File: src/rtl/i2s_dac_tx.sv
// Mono 16-bit sample to I2S serial frame transmitter (32 slots x 16 clocks, BCK = clk/16).
// Define I2S_PHILIPS_FORMAT_EN for Philips word-select timing; default is left-justified.
module i2s_dac_tx (
  input  logic        clk_27MHz,
  input  logic        reset,
  input  logic        clk_48kHz,
  input  logic [15:0] sample,
  output logic        i2s_bck,
  output logic        i2s_ws,
  output logic        i2s_dout,
  output logic        busy,
  output logic        overrun
);

  typedef enum logic {IDLE, SHIFT} state_t;

  state_t      state, state_nxt;
  logic        r1, r2;
  logic        start;
  logic        last_cycle;
  logic [15:0] hold;
  logic [3:0]  div;
  logic [4:0]  slot;

  // Synchroniser resets high so a clk_48kHz already high at release is not a start.
  // NOTE: sequential state uses non-blocking (<=) so every flop samples pre-edge values.
  always_ff @(posedge clk_27MHz) begin
    if (reset) begin
      r1 <= 1'b1;
      r2 <= 1'b1;
    end else begin
      r1 <= clk_48kHz;
      r2 <= r1;
    end
  end

  assign start      = r1 & ~r2;
  assign last_cycle = (slot == 5'd31) && (div == 4'd15);

  // NOTE: every always_comb output gets a default first, otherwise a latch is inferred.
  always_comb begin
    state_nxt = state;
    case (state)
      IDLE:    if (start) state_nxt = SHIFT;
      SHIFT:   if (last_cycle) state_nxt = IDLE;
      default: state_nxt = IDLE;
    endcase
  end

  always_ff @(posedge clk_27MHz) begin
    if (reset) begin
      state   <= IDLE;
      hold    <= 16'h0000;
      div     <= 4'd0;
      slot    <= 5'd0;
      overrun <= 1'b0;
    end else begin
      state <= state_nxt;
      if (state == IDLE) begin
        if (start) begin
          hold <= sample;
          div  <= 4'd0;
          slot <= 5'd0;
        end
      end else begin
        // Slot counter wraps 31 -> 0 on the final cycle, leaving IDLE with clean counters.
        div <= div + 4'd1;
        if (div == 4'd15) slot <= slot + 5'd1;
        if (start) overrun <= 1'b1;
      end
    end
  end

  // Outputs decode directly from registered state, so they move only at slot or BCK edges.
  always_comb begin
    busy     = 1'b0;
    i2s_bck  = 1'b0;
    i2s_ws   = 1'b0;
    i2s_dout = 1'b0;
    if (state == SHIFT) begin
      busy     = 1'b1;
      i2s_bck  = div[3];
      i2s_dout = hold[~slot[3:0]];
`ifdef I2S_PHILIPS_FORMAT_EN
      i2s_ws   = (slot >= 5'd15) && (slot <= 5'd30);
`else
      i2s_ws   = slot[4];
`endif
    end
  end

endmodule

File: config.mk
export PLATFORM = sky130hd
export DESIGN_NAME = i2s_dac_tx
export DESIGN_NICKNAME = d
export VERILOG_FILES = /design/src/rtl/i2s_dac_tx.sv
export SDC_FILE = /design/constraint.sdc
export NUM_CORES = 1
export LEC_CHECK = 0
export ABC_AREA = 1
export BUFFER_PORTS_ARGS = -buffer_cell sky130_fd_sc_hd__buf_4
export CORE_MARGIN = 1
export CORE_UTILIZATION = 35
export CTS_CLUSTER_DIAMETER = 40
export DETAILED_ROUTE_END_ITERATION = 10
export GPL_ROUTABILITY_DRIVEN = 0
export HOLD_SLACK_MARGIN = 0.08
export PLACE_DENSITY = 0.63
export SLEW_MARGIN = 20
export SYNTH_ARGS = -nofsm -noshare
export SYNTH_HDL_FRONTEND = slang
export SYNTH_SLANG_ARGS = --single-unit
File: constraint.sdc
create_clock -name clk_27MHz -period 1.7 [get_ports clk_27MHz]
set_input_delay 0.085 -clock clk_27MHz [delete_from_list [all_inputs] [get_ports clk_27MHz]]
set_output_delay 0.085 -clock clk_27MHz [all_outputs]
set_load 0.02 [all_outputs]
# After elaboration in Yosys (flattened, before gate mapping)
# Index checks and enable logic that the tools add are counted.
dict set report totals {
  register_bits 29
  input_bits 19
  out_inout_bits 5
  elab_cells 36
}
dict set report classes {
  n_addsub 2
  magnitude_cmp 1
  eq_ne 3
  mux 14
  bitwise 4
  reduce_logical 5
}
# cell n
set ops {}
lappend ops {{two-way mux 5 bit} 3}
lappend ops {{two-way mux 4 bit} 2}
lappend ops {{two-way mux 1 bit} 7}
lappend ops {{AND reduction 2 bit} 3}
lappend ops {{adder 5 x 1 -> 5 bit, second input constant} 1}
lappend ops {{equality test 5 bit, second input constant} 1}
lappend ops {{< comparator 4 x 5 -> 1 bit, second input constant} 1}
lappend ops {{adder 4 x 1 -> 4 bit, second input constant} 1}
lappend ops {{binary-select mux 1 bit (select 4 bit)} 1}
lappend ops {{equality test 4 bit, second input constant} 1}
lappend ops {{inverter 4 bit} 1}
lappend ops {{inequality test 2 x 1 -> 1 bit, second input constant} 1}
lappend ops {{inverter 1 bit} 2}
lappend ops {{case mux 1 bit (2 select lines)} 1}
lappend ops {{nonzero test 2 bit} 1}
lappend ops {{bitwise AND 1 bit} 1}
lappend ops {{logical AND 1 bit} 1}

# Logic depth before layout (Yosys ltp)
dict set report depth {
  depth_word 4
  mapped_depth 8
  depth_no_buf 8
}

# Worst setup path before layout
# OpenSTA, ideal clock, no wires.
dict set report synth_timing {
  path_kind {reg2reg}
  start {register slot[1]}
  end {register slot[4]}
  setup_time_ns 0.116
  arrival_ns 1.150
  required_ns 1.584
  path_slack_ns 0.434
  path_stages_with_launch 7
  path_buffers 0
  synth_period_minus_slack_ns 1.266
  cell_sequence {dfxtp_1 ha_1 inv_1 nor3_1 ha_1 nand2_1 a21oi_1}
}
dict set report synth_between {
  elab_chain_cells 3
}
# element line
set synth_rtl {}
lappend synth_rtl {{start: declaration} 23} ;# logic [4:0] slot;
lappend synth_rtl {{start signal: assignment} 68} ;# if (div == 4'd15) slot <= slot + 5'd1;
lappend synth_rtl {{adder 5 x 1 -> 5 bit} 68}
lappend synth_rtl {{two-way mux 5 bit} 68}
lappend synth_rtl {{two-way mux 5 bit} 59} ;# if (state == IDLE) begin
# No other way between the ends. The select of a mux whose other input is x is not followed.
# A chain may end at the register's enable or synchronous reset.

# Worst setup path in the final report
dict set report layout_timing {
  start {register slot[0]}
  end {output i2s_dout}
}
dict set report layout_between {
  elab_chain_cells 4
}
# element line
set layout_rtl {}
lappend layout_rtl {{inverter 4 bit} 83} ;# i2s_dout = hold[~slot[3:0]];
lappend layout_rtl {{binary-select mux 1 bit (select 4 bit)} 83}
lappend layout_rtl {{two-way mux 1 bit (implied by the code)} 83}
lappend layout_rtl {{two-way mux 1 bit} 80} ;# if (state == SHIFT) begin
lappend layout_rtl {{end: declaration} 10} ;# output logic i2s_dout,
# No other way between the ends. The select of a mux whose other input is x is not followed.

==> impl_metrics.py <==
metrics = {
    "die": {
        "initial_utilization_pct": 36.7,
        "rows": 22,
        "die_w_um": 64.0,
        "io_pins": 24,
        "core-area_um2": 3660,
        "fp.dieArea_um2": 4090,
        "die_h_um": 64.0,
    },
    "power": {
        "pwr-share-clk_pct": 40.1,
        "seq_power_share_pct": 51.4,
        "p_sw_share_pct": 22.0,
        "peakVddDrop_mv": 0.461,
        "intPower_uw": 1080,
        "power_leakage_uw": 0.000704,
        "p_sw_uw": 305,
        "combPwrFrac_pct": 8.4,
        "pwr_density_cell_nw_per_um2": 831,
    },
    "clock_tree": {
        "ctsLongestPathBuffers": 2,
        "path_clk_slew_ps": 60,
        "cts_max_level": 2,
        "clock-root-buffer": "clkbuf_8",
        "cts_setup_buffers": 0,
        "cts.sinks": 29,
        "cts_buffers": 5,
        "cts_tree": "done",
        "clk_latency_ps": 280,
    },
    "global_routing": {
        "grt_pass1_wl_um": 4620,
        "first_global_vias": 1061,
        "overflow": 0,
        "antenna_found_initial": 0,
        "grt_max_degree": 36,
        "grtUsageTotal_pct": 14.8,
    },
    "critical_path": {
        "end_kind": "primary output",
        "slowest_stage": "dfxtp_2",
        "startpoint_type": "register",
        "crit_path_cell_trace": "buf_4, nand2_1, nand3_1, nand3_1, nand3_1, a21oi_1, buf_4",
        "path_buf_inv": 2,
        "crit_fanout": 7,
        "worstPathRequired_ps": 1620,
        "arrival_ps": 1430,
        "crit_type": "reg2out",
        "cpPeakStageDelay_ps": 350,
        "crit_family": "flip-flops",
        "crit_path_frequent_cell": "nand3_1",
    },
    "sta": {
        "fmax_ghz": 0.659,
        "fin_crit_ps": 1520,
        "finalHoldViolations": 0,
        "tns_ps": 0,
        "worstMarginPinSlew_ps": 395,
        "drv_slew": 0,
        "period_share_pct": 89.3,
        "setup_viol_count_final": 0,
        "grt_setup_unrepaired": "false",
        "skew_ps": 4.13,
        "relSlewSlack_pct": 73.6,
    },
    "drt": {
        "wl_per_cell_um": 10.4,
        "first_pass_iters": 4,
        "viasPerCell": 4.69,
        "drc": 0,
        "vias": 1191,
        "wirelength_um": 2650,
        "drtAntennaViolNets": 0,
        "dr.first_iter.drc_count": 53,
    },
    "yosys": {
        "synth_seq_area_share_pct": 43.2,
        "synthTopCellsByArea": "dfxtp_1, a21oi_1, nand2_1",
        "avgSynthCellArea_um2": 7.59,
        "ys_ff_latch": 29,
        "yosys_warnings": 0,
        "syn_area_um2": 1340,
        "synth_cell_types": 24,
        "yosys.area.top_type": "dfxtp_1",
        "synth_flop_cell": "dfxtp_1",
        "synth_edf_count": 0,
        "async_flop_share_pct": 0,
        "synth_cells": 177,
        "syn-num-nets": 199,
        "synth_top_cells_by_count": "dfxtp_1, nand2_1, a21oi_1, inv_1",
        "synth_top_area_share_pct": 43.2,
    },
    "layout": {
        "layout-drive-gt1-share_pct": 23.3,
        "layout.nets": 228,
        "antenna_cells": 0,
        "fin_cells": 254,
        "syn_to_final_growth_pct": 24.1,
    },
    "flow_run": {
        "max_cap_viol_count": 0,
    },
    "place": {
        "portBuffers": 23,
        "dpl.hpwl_um": 1840,
        "place_inst": 242,
    },
    "outcome": {
        "outcome": "finished, final reports clean",
    },
    "min_path": {
        "hold_class": "in2reg",
    },
}
## path summary, 6_finish.rpt
check,startpoint,endpoint,slack (ps),cells after the start
worst max-delay path,slot[0],i2s_dout,180,7
worst min-delay path,sample[4],hold[4],90,3
worst max register to register,slot[1],slot[4],330,6
worst min register to register,r1,r2,440,1
## registers in the layout, indices dropped and copies added (netlist names)
signal and cells:
hold 16, slot 5, div 4, overrun 1, r1 1, r2 1
state 1
## through the flow
| step | hold slack (ps) | area, um^2 | utilization, % | total power [uW] | worst slack [ps] |
|---|---|---|---|---|---|
| global route | 109 | 1670 | 45.6 | 1470 | 62.8 |
| global placement | 271 | 1530 | 41.8 | 835 | 341 |
| floorplan | 154 | 1340 | - | 793 | 434 |
| CTS | 81.6 | 1670 | 45.5 | 1410 | 86.6 |
| finish | 85.3 | 1670 | 45.6 | 1390 | 182 |
| detailed placement | 273 | 1530 | 41.8 | 836 | 335 |
## layer usage
metal	vias to the layer above	track usage [%]	wire, um
met5	-	0	0
met4	0	4.26	29
met3	4	6.79	139
met2	22	22.2	1160
met1	530	18.9	1320
li1	635	-	-
## cell families (layout without fill, tap and decap cells)
kind of cell | Yosys count | in the layout | share of synthesized area, %
buffers and inverters | 37 | 66 | 12.6
and+or+nand+nor | 61 | 61 | 23.1
DFF | 29 | 29 | 43.2
adders and majority gates | 3 | 3 | 2.79
AOI/OAI and AO/OA | 47 | 47 | 18.3
## placed cells by master, fill, tap and decap left out, drive strengths merged, types with 5 or more instances in the layout
| cell | n |
|---|---|
| o21ai | 18 |
| inv | 30 |
| nor2 | 6 |
| nor3 | 6 |
| dfxtp | 29 |
| dlygate4sd3 | 5 |
| buf | 24 |
| a21oi | 26 |
| nand2 | 32 |
| clkbuf | 7 |
| nand3 | 15 |
## tightest hold or removal path, stage by stage
cell	delay, ps
buf_4	70
o21ai_0	70
a21oi_1	100
## power groups by stage
stage                     logic (uW)  registers [uW]  clock network, uW
after CTS                        117             713                583
after floorplan                 68.2             725                  0
after global routing             135             715                617
after global placement           107             727                  0
after detailed placement         108             728                  0
final                            117             713                556
## final cells by class
class | count | area, um^2
repair buffers | 29 | 230
flip-flops and latches | 29 | 582
multi-input cells | 111 | 594
inverters | 30 | 115
well taps | 48 | 60.1
clock buffers | 7 | 86.3
fillers | 369 | 1990
## repair_timing
action,4_1_cts,5_1_grt
hold buffers,5,0
endpoints found under the setup margin,0,1
resized for setup,0,1
endpoints found under the hold margin,9,0
Note: power is estimated with default switching activity, not from simulation.
